<file path="config.mk">
export PLATFORM = sky130hd
export DESIGN_NAME = rr_req_client_flat
export DESIGN_NICKNAME = d
export VERILOG_FILES = /design/src/rtl/rr_req_client_if.sv /design/src/rtl/rr_req_client.sv /design/src/flat_wrapper.sv
export SDC_FILE = /design/constraint.sdc
export NUM_CORES = 1
export LEC_CHECK = 0
export ABC_AREA = 1
export CAP_MARGIN = 10
export CORE_ASPECT_RATIO = 1.2
export CORE_UTILIZATION = 42
export CTS_BUF_LIST = sky130_fd_sc_hd__clkbuf_8
export CTS_CLUSTER_DIAMETER = 50
export DETAILED_ROUTE_END_ITERATION = 10
export PLACE_DENSITY = 0.65
export RECOVER_POWER = 50
export SYNTH_ARGS = -nofsm -noshare
export SYNTH_HDL_FRONTEND = slang
export SYNTH_SLANG_ARGS = --single-unit
</file>
<file path="constraint.sdc">
create_clock -name i_clk -period 2.05 [get_ports i_clk]
set_clock_uncertainty 0.05 [all_clocks]
set_input_delay 0.205 -clock i_clk [delete_from_list [all_inputs] [get_ports i_clk]]
set_output_delay 0.205 -clock i_clk [all_outputs]
set_load 0.05 [all_outputs]
</file>
<file path="src/rtl/rr_req_client_if.sv">
// Signal bundle between one round-robin requester client, its local beat source,
// the arbiter's request/grant pair and the shared output bus.
interface rr_req_client_if #(
  parameter int DW = 8
);
  logic          in_valid;
  logic          in_ready;
  logic [DW-1:0] in_data;
  logic          in_last;
  logic          req;
  logic          gnt;
  logic          bus_valid;
  logic [DW-1:0] bus_data;
  logic          bus_last;
  logic          lost_gnt;
  logic          timeout;

  modport slave (
    input  in_valid, in_data, in_last, gnt,
    output in_ready, req, bus_valid, bus_data, bus_last, lost_gnt, timeout
  );

  modport master (
    output in_valid, in_data, in_last, gnt,
    input  in_ready, req, bus_valid, bus_data, bus_last, lost_gnt, timeout
  );
endinterface

</file>
<file path="src/rtl/rr_req_client.sv">
// Requester-side agent for a 4-way round-robin arbiter: FIFO-buffers local beats,
// requests, streams a bounded burst per grant. Optional REQ wait limit: RR_REQ_TIMEOUT_EN.
module rr_req_client #(
  parameter int DW        = 8,
  parameter int DEPTH     = 4,
  parameter int BURST_MAX = 4,
  parameter int TIMEOUT   = 15
) (
  input  logic            i_clk,
  input  logic            i_rst_n,
  rr_req_client_if.slave  io
);
  localparam int AW = $clog2(DEPTH);
  localparam int CW = AW + 1;
  localparam int BW = $clog2(BURST_MAX + 1);

  if (DEPTH < 2 || (DEPTH & (DEPTH - 1)) != 0 || BURST_MAX < 1 || BURST_MAX > 15 || TIMEOUT < 1) begin : g_badParams
    $error("rr_req_client: illegal parameter combination");
  end

  typedef enum logic [1:0] {
    IDLE,
    REQ,
    XFER,
    GAP
  } state_t;

  state_t        r_state;
  state_t        w_nextState;

  logic [DW-1:0] r_memData [DEPTH];
  logic          r_memLast [DEPTH];
  logic [AW-1:0] r_wrPtr;
  logic [AW-1:0] r_rdPtr;
  logic [CW-1:0] r_count;
  logic [BW-1:0] r_beatCnt;

  logic          r_busValid;
  logic [DW-1:0] r_busData;
  logic          r_busLast;
  logic          r_lostGnt;

  logic          w_push;
  logic          w_pop;
  logic          w_empty;
  logic          w_full;
  logic          w_clearBeat;
  logic          w_lostGnt;

  // Full/empty come from the registered count, so a pop at full frees the slot only next cycle.
  assign w_empty = (r_count == '0);
  assign w_full  = (r_count == CW'(DEPTH));
  assign w_push  = io.in_valid && !w_full;

  assign io.in_ready  = !w_full;
  assign io.req       = (r_state == REQ) || (r_state == XFER);
  assign io.bus_valid = r_busValid;
  assign io.bus_data  = r_busData;
  assign io.bus_last  = r_busLast;
  assign io.lost_gnt  = r_lostGnt;

`ifdef RR_REQ_TIMEOUT_EN
  localparam int WW = $clog2(TIMEOUT + 1);

  logic [WW-1:0] r_waitCnt;
  logic          r_timeout;
  logic          w_waitExpired;
  logic          w_timeoutHit;

  assign w_waitExpired = (r_waitCnt == WW'(TIMEOUT - 1));
  assign io.timeout    = r_timeout;

  always_ff @(posedge i_clk) begin
    if (!i_rst_n) begin
      r_waitCnt <= '0;
      r_timeout <= 1'b0;
    end else begin
      r_timeout <= w_timeoutHit;
      if (r_state == REQ && w_nextState == REQ)
        r_waitCnt <= r_waitCnt + WW'(1);
      else
        r_waitCnt <= '0;
    end
  end
`else
  assign io.timeout = 1'b0;
`endif

  always_ff @(posedge i_clk) begin
    if (!i_rst_n)
      r_state <= IDLE;
    else
      r_state <= w_nextState;
  end

  // Next-state decode; a burst closes on the beat carrying last or the BURST_MAX-th beat.
  always_comb begin
    w_nextState = r_state;
    w_pop       = 1'b0;
    w_clearBeat = 1'b0;
    w_lostGnt   = 1'b0;
`ifdef RR_REQ_TIMEOUT_EN
    w_timeoutHit = 1'b0;
`endif
    case (r_state)
      IDLE: begin
        if (!w_empty)
          w_nextState = REQ;
      end
      REQ: begin
        if (io.gnt) begin
          w_nextState = XFER;
          w_clearBeat = 1'b1;
        end
`ifdef RR_REQ_TIMEOUT_EN
        else if (w_waitExpired) begin
          w_nextState  = GAP;
          w_timeoutHit = 1'b1;
        end
`endif
      end
      XFER: begin
        if (!io.gnt) begin
          w_nextState = GAP;
          w_lostGnt   = 1'b1;
        end else if (!w_empty) begin
          w_pop = 1'b1;
          if (r_memLast[r_rdPtr] || r_beatCnt == BW'(BURST_MAX - 1))
            w_nextState = GAP;
        end
      end
      GAP: begin
        w_nextState = IDLE;
      end
      default: begin
        w_nextState = IDLE;
      end
    endcase
  end

  always_ff @(posedge i_clk) begin
    if (w_push) begin
      r_memData[r_wrPtr] <= io.in_data;
      r_memLast[r_wrPtr] <= io.in_last;
    end
  end

  always_ff @(posedge i_clk) begin
    if (!i_rst_n) begin
      r_wrPtr <= '0;
      r_rdPtr <= '0;
      r_count <= '0;
    end else begin
      if (w_push)
        r_wrPtr <= r_wrPtr + AW'(1);
      if (w_pop)
        r_rdPtr <= r_rdPtr + AW'(1);
      case ({w_push, w_pop})
        2'b10:   r_count <= r_count + CW'(1);
        2'b01:   r_count <= r_count - CW'(1);
        default: r_count <= r_count;
      endcase
    end
  end

  always_ff @(posedge i_clk) begin
    if (!i_rst_n)
      r_beatCnt <= '0;
    else if (w_clearBeat)
      r_beatCnt <= '0;
    else if (w_pop)
      r_beatCnt <= r_beatCnt + BW'(1);
  end

  // Bus data holds its previous value between beats.
  always_ff @(posedge i_clk) begin
    if (!i_rst_n) begin
      r_busValid <= 1'b0;
      r_busData  <= '0;
      r_busLast  <= 1'b0;
      r_lostGnt  <= 1'b0;
    end else begin
      r_busValid <= w_pop;
      r_lostGnt  <= w_lostGnt;
      if (w_pop) begin
        r_busData <= r_memData[r_rdPtr];
        r_busLast <= r_memLast[r_rdPtr];
      end
    end
  end
endmodule

</file>
<file path="src/flat_wrapper.sv">
// flat-port wrapper written by rule: the top's interface ports become plain ports
module rr_req_client_flat 
#(
  parameter int DW        = 8,
  parameter int DEPTH     = 4,
  parameter int BURST_MAX = 4,
  parameter int TIMEOUT   = 15
)
  (i_clk, i_rst_n, io_in_valid, io_in_data, io_in_last, io_gnt, io_in_ready, io_req, io_bus_valid, io_bus_data, io_bus_last, io_lost_gnt, io_timeout);
  rr_req_client_if #(.DW(DW)) io_i ();
  input  logic i_clk;
  input  logic i_rst_n;
  input wire logic [$bits(io_i.in_valid)-1:0] io_in_valid;
  input wire logic [$bits(io_i.in_data)-1:0] io_in_data;
  input wire logic [$bits(io_i.in_last)-1:0] io_in_last;
  input wire logic [$bits(io_i.gnt)-1:0] io_gnt;
  output wire logic [$bits(io_i.in_ready)-1:0] io_in_ready;
  output wire logic [$bits(io_i.req)-1:0] io_req;
  output wire logic [$bits(io_i.bus_valid)-1:0] io_bus_valid;
  output wire logic [$bits(io_i.bus_data)-1:0] io_bus_data;
  output wire logic [$bits(io_i.bus_last)-1:0] io_bus_last;
  output wire logic [$bits(io_i.lost_gnt)-1:0] io_lost_gnt;
  output wire logic [$bits(io_i.timeout)-1:0] io_timeout;
  assign io_i.in_valid = io_in_valid;
  assign io_i.in_data = io_in_data;
  assign io_i.in_last = io_in_last;
  assign io_i.gnt = io_gnt;
  assign io_in_ready = io_i.in_ready;
  assign io_req = io_i.req;
  assign io_bus_valid = io_i.bus_valid;
  assign io_bus_data = io_i.bus_data;
  assign io_bus_last = io_i.bus_last;
  assign io_lost_gnt = io_i.lost_gnt;
  assign io_timeout = io_i.timeout;
  rr_req_client #(.DW(DW), .DEPTH(DEPTH), .BURST_MAX(BURST_MAX), .TIMEOUT(TIMEOUT)) u_core (.i_clk(i_clk), .i_rst_n(i_rst_n), .io(io_i));
endmodule
</file>
==> results of run 1 <==
[report_power, final]
| group | switching (mW) | total (mW) | internal [mW] |
|---|---|---|---|
| Clock | 0.433 | 0.850 | 0.417 |
| Sequential | 0.0590 | 1.46 | 1.40 |
| Combinational | 0.428 | 0.674 | 0.247 |
[timing repair]
item / CTS / global route
buffers inserted: 0 / 2
endpoints found under the setup margin: 0 / 1
resized for setup: 0 / 6
[routing by layer]
layer / vias up / wire length, um / GRT usage
li1: 875 / - / -
met1: 778 / 2070 / 0.195
met2: 38 / 2090 / 0.265
met3: 10 / 149 / 0.0419
met4: 0 / 102 / 0.118
met5: - / 0 / 0
[cell families (layout without fill, tap and decap cells)]
kind of cell	count (synthesis)	count (layout)	synth area share
AND/OR/NAND/NOR	76	76	0.125
flip-flops	61	61	0.635
AO/OA/AOI/OAI	55	55	0.122
buffers and inverters	32	77	0.0583
adder cells (fa/ha/maj)	11	11	0.0583
other	1	1	0.00151
[worst min-delay path by stage]
stage | to | slack (ps) | depth (start not counted)
2_1_floorplan | u_core.io.lost_gnt$_SDFF_PN0_ | 230 | 1
3_3_place_gp | u_core.r_beatCnt[1]$_SDFFE_PP0P_ | 410 | 2
3_5_place_dp | u_core.r_beatCnt[1]$_SDFFE_PP0P_ | 410 | 2
4_1_cts | u_core.r_beatCnt[1]$_SDFFE_PP0P_ | 420 | 2
5_1_grt | u_core.r_beatCnt[1]$_SDFFE_PP0P_ | 440 | 2
6_report | u_core.r_beatCnt[1]$_SDFFE_PP0P_ | 420 | 2
[worst max-delay path: stages, from the launching register on]
cell             delay (ps)
dfxtp_1                 400
nor2_4                   80
nand2_2                  60
clkdlybuf4s50_1         790
[cells in the mapped netlist]
cell,number,area (um2)
nor2_1,48,180
edfxtp_1,36,1080
dfxtp_1,25,500
o21ai_0,25,125
inv_1,21,78.8
nand2_1,18,67.6
a21oi_1,13,65.1
ha_1,10,125
a31oi_1,8,50.1
o21ai_1,7,35.0
buf_4,4,30.0
nand3_1,4,20.0
nand2_2,3,18.8
clkbuf_1,2,7.51
a211oi_2,1,12.5
a21oi_4,1,16.3
buf_2,1,5.00
buf_6,1,11.3
clkbuf_2,1,5.00
clkinv_1,1,3.75
conb_1,1,3.75
fa_1,1,20.0
inv_2,1,3.75
nor2_2,1,6.26
nor2_4,1,11.3
or2_1,1,6.26
[placed cells by master (no fill, tap or decap), types with 3 or more instances in the layout]
cell type and n:
o21ai_1 8, nor2_1 48, buf_4 11, clkdlybuf4s50_1 14
o21ai_0 23, clkbuf_1 3, nand2_2 3, ha_1 8
clkbuf_8 9, dlygate4sd3_1 10, dfxtp_1 23, edfxtp_1 36
a21oi_1 12, nand3_1 4, a31oi_1 8, inv_2 3
nand2_1 18, inv_1 20
[registers in the layout (all words and copies together) (netlist names), named ones only]
register,cells
u_core.io.bus_last,1
u_core.r_beatCnt,3
u_core.r_rdPtr,2
u_core.r_wrPtr,2
u_core.io.bus_data,8
u_core.r_memData,32
u_core.r_count,3
u_core.r_memLast,4
u_core.io.bus_valid,1
u_core.r_state,2
u_core.io.lost_gnt,1
[layout make-up]
cell class                      instances  share of cell area
Multi-Input combinational cell        143               0.261
Sequential cell                        61               0.517
Tap cell                               80              0.0327
Clock buffer                            9              0.0404
Inverter                               23              0.0282
Timing Repair Buffer                   39               0.111
Clock inverter                          6              0.0106
==> results.txt, run 1 <==
Area occupied by multi-input gates -> 798 um2
Setup CP Type -> reg -> out
Largest net degree at the start of global routing -> 23
Hold buffer count at CTS -> 0
CP endpoint -> io_in_ready
Worst-Skew Late Latency -> 330 ps
Wire length per cell -> 12.2 um
Crit-path max FO -> 4
Clock sinks -> 61
Worst R2R Path Depth -> 11
Cell Area, Synth -> 2490 um2
Initial Util -> 0.439
Grt total ovfl -> 0
# Max-Cap Violations -> 0
Fraction of layout cells with a size suffix above 1 -> 0.149
Sequential Area -> 1580 um2
Slew margin rel. -> 0.339
Fin area -> 3060 um2
Cells after synthesis -> 236
Tcrit/Tclk final -> 0.936
Die Ht -> 86.3 um
Overall Power -> 2.99 mW
Worst Setup SP -> u_core.r_count[0]$_SDFFE_PN0P_
Syn nets -> 260
Crit. End Element -> output pin
First-pass GRT wire length -> 7470 um
Seq/Total Area, Yosys -> 0.635
Routability cong. -> 0.759
Pwr Density -> 975 nW/um2
Post-Layout Cell Count -> 361
Vias -> 1701
H-Tree Depth -> 3
Endpoints failing setup -> 0
CTS max path bufs -> 2
Final worst slack -> 132 ps
Number of buffers created by CTS -> 9
Drt initial violations -> 95
Hold WS -> 422 ps
RSZ-0062 raised after global routing -> no
Warnings, synthesis -> 0
Worst hold path type -> reg -> reg
Avg Inst Size Synth -> 10.6 um2
Dpl cells -> 344
Placed inst area -> 2890 um2
Layout net count -> 301
Die area -> 6240 um2
Die width -> 72.3 um
Vias in the first global route -> 1631
Clock root cell -> clkbuf_8
Flop-to-flop setup slack -> 180 ps
Leak pwr -> 1.14 nW
Overall Global Routing Usage -> 0.166
# fillers -> 511
Clk slew on worst S/H paths -> 60 ps
IO Pins -> 27
Slew @ Worst Pin -> 992 ps
Total core area -> 5670 um2
DR vias/cell -> 4.71
Row count -> 30
DRC -> 0
Unique masters post-synth -> 26
Synth-to-layout area growth -> 23.1%
Final ANT Viol Nets -> 0
Total Negative Setup Slacks -> 0 ps
Final core occ -> 0.541
Pre-CTS setup slack -> -46.4 ps
Status -> finished, final reports clean
Worst Path Required -> 1790 ps
Worst r2r src -> u_core.r_state[0]$_SDFFE_PN0P_
Peak Freq -> 0.521 GHz
Count of pins over their slew limit -> 0
Critical path launch point type -> flop
Detailed Routing Iterations Pass 1 -> 4
Fin crit period -> 1920 ps
Worst VDD drop -> 0.580 mV
Worst R2R End -> u_core.r_count[2]$_SDFFE_PN0P_
Seq cells post-synth -> 61
PortBufs -> 25
CTS tree -> built
Initial antenna violation count -> 0
Worst Path Arrival -> 1660 ps
Final-report hold violation count -> 0
Post-Route WL -> 4410 um
DP HPWL -> 2840 um
Worst hold start -> u_core.r_beatCnt[1]$_SDFFE_PP0P_
Ant. Diodes -> 0
Power figures use the tool's default switching activity.
==> run 2: changes to the inputs <==
--- a/config.mk
+++ b/config.mk
@@ -12,6 +12,7 @@
 export CTS_BUF_LIST = sky130_fd_sc_hd__clkbuf_8
 export CTS_CLUSTER_DIAMETER = 50
 export DETAILED_ROUTE_END_ITERATION = 10
+export GPL_TIMING_DRIVEN = 0
 export PLACE_DENSITY = 0.65
 export RECOVER_POWER = 50
 export SYNTH_ARGS = -nofsm -noshare
==> run 2 against run 1 <==
Power rose by 9.6%. Die area did not move. Critical path depth did not move. Cell count fell by 0.55%. Global-route usage rose by 0.64 points. Register-to-register slack got worse by 70 ps. Setup slack got worse by 39 ps. Largest cell class unchanged. Largest power group unchanged.
==> results.txt, run 2 (synthesized netlist as in run 1, its figures left out) <==
Status -> finished, final reports clean
# Max-Cap Violations -> 0
Largest net degree at the start of global routing -> 11
Initial antenna violation count -> 0
Worst r2r src -> u_core.r_count[0]$_SDFFE_PN0P_
DR vias/cell -> 4.72
Synth-to-layout area growth -> 24.6%
Flop-to-flop setup slack -> 110 ps
RSZ-0062 raised after global routing -> no
# fillers -> 525
Peak Freq -> 0.511 GHz
Clk slew on worst S/H paths -> 70 ps
Worst hold start -> u_core.r_beatCnt[0]$_SDFFE_PP0P_
Number of buffers created by CTS -> 9
Worst Path Required -> 1790 ps
Setup CP Type -> reg -> out
DP HPWL -> 3100 um
Hold buffer count at CTS -> 0
Most frequent cells in the layout -> nor2_1 (48), edfxtp_1 (36), o21ai_0 (24), dfxtp_1 (24), inv_1 (20)
Endpoints failing setup -> 0
IO Pins -> 27
Final ANT Viol Nets -> 0
Worst Path Arrival -> 1700 ps
DRC -> 0
Slew margin rel. -> 0.331
CP delay by family, top -> buffers and inverters
Leak pwr -> 1.16 nW
Die width -> 72.3 um
Routability cong. -> 0.755
Pwr Density -> 1060 nW/um2
Vias -> 1696
Count of pins over their slew limit -> 0
Worst VDD drop -> 0.570 mV
Clock root cell -> clkbuf_8
Crit path cell chain -> nor2_4 > nand2_2 > clkdlybuf4s50_1
Tcrit/Tclk final -> 0.955
Die Ht -> 86.3 um
Worst R2R Path Depth -> 4
H-Tree Depth -> 3
Overall Global Routing Usage -> 0.173
Initial Util -> 0.439
Hold endpoint -> u_core.r_beatCnt[0]$_SDFFE_PP0P_
Crit. End Element -> output pin
Total core area -> 5670 um2
Vias in the first global route -> 1546
Slowest cell on crit path -> clkdlybuf4s50_1
Final worst slack -> 92.2 ps
Critical path launch point type -> flop
Die area -> 6240 um2
Worst Setup SP -> u_core.r_count[0]$_SDFFE_PN0P_
Total Negative Setup Slacks -> 0 ps
PortBufs -> 25
Worst hold path cell count -> 2
Grt total ovfl -> 0
Row count -> 30
CP Buf/Inv Count -> 1
Layout net count -> 298
Crit-path max FO -> 4
Largest register FFs -> 32
Ant. Diodes -> 0
Worst hold path type -> reg -> reg
Detailed Routing Iterations Pass 1 -> 4
Slew @ Worst Pin -> 1000 ps
CTS tree -> built
CTS max path bufs -> 2
Largest register by flop count -> u_core.r_memData
Fraction of layout cells with a size suffix above 1 -> 0.125
Final-report hold violation count -> 0
Wire length per cell -> 13.3 um
Pre-CTS setup slack -> -374 ps
Clock sinks -> 61
Most common cell after layout, fill and taps aside -> nor2_1
CP max stage delay -> 800 ps
First-pass GRT wire length -> 7670 um
Post-Route WL -> 4790 um
Worst-Skew Late Latency -> 330 ps
Worst R2R End -> u_core.r_memLast[1]$_DFFE_PP_
Drt initial violations -> 61
Fin crit period -> 1960 ps
run 2: worst max path at each step:
stage | to | slack [ps] | cells after the start
after floorplan | u_core.r_count[2]$_SDFFE_PN0P_ | 20 | 12
after global placement | u_core.r_count[2]$_SDFFE_PN0P_ | -340 | 11
after detailed placement | u_core.r_count[2]$_SDFFE_PN0P_ | -370 | 11
after CTS | u_core.r_count[2]$_SDFFE_PN0P_ | 2 | 12
after global routing | u_core.r_memLast[1]$_DFFE_PP_ | 3 | 4
final | io_in_ready | 90 | 3
run 2: area by class of cell:
cell class	count	area [um2]	share of cell area
tap	80	100	0.0323
multi-input combinational	143	800	0.258
clock buffer	10	138	0.0444
clock inverter	6	77.6	0.0250
inverter	23	86.3	0.0278
buffer	9	57.6	0.0186
timing repair buffer	27	260	0.0839
sequential	61	1580	0.510
run 2: what timing repair did:
item / in CTS / in global routing
gates resized for setup: 4 / 5
buffers inserted: 2 / 0
pin swaps: 0 / 3
endpoints found under the setup margin: 3 / 10
run 2: routing by layer:
layer | share of wire | vias up | global-route usage
met5 | 0 | - | 0
met4 | 0.014 | 0 | 0.0749
met3 | 0.034 | 7 | 0.0547
met2 | 0.50 | 32 | 0.297
met1 | 0.45 | 778 | 0.197
li1 | - | 879 | -
run 2: metrics by stage:
step           hold WS [ps]   util  std cells  instance area [um2]  total power, mW
2_1_floorplan           227      -        236                 2520             1.96
3_3_place_gp            405  0.506        341                 2870             2.14
3_5_place_dp            418  0.506        341                 2870             2.15
4_1_cts                 438  0.549        359                 3110             3.31
5_1_grt                 454  0.547        359                 3100             3.45
6_report                436  0.547        359                 3100             3.28
run 2: tightest hold or removal path, stage by stage (launching register included):
cell and delay [ps]:
dfxtp_1 320, nand2_1 60, a21oi_1 60
run 2: power by group:
| part | switching [mW] | internal [mW] | total (mW) |
|---|---|---|---|
| Combinational | 0.440 | 0.233 | 0.672 |
| Clock | 0.440 | 0.705 | 1.14 |
| Sequential | 0.0568 | 1.40 | 1.46 |
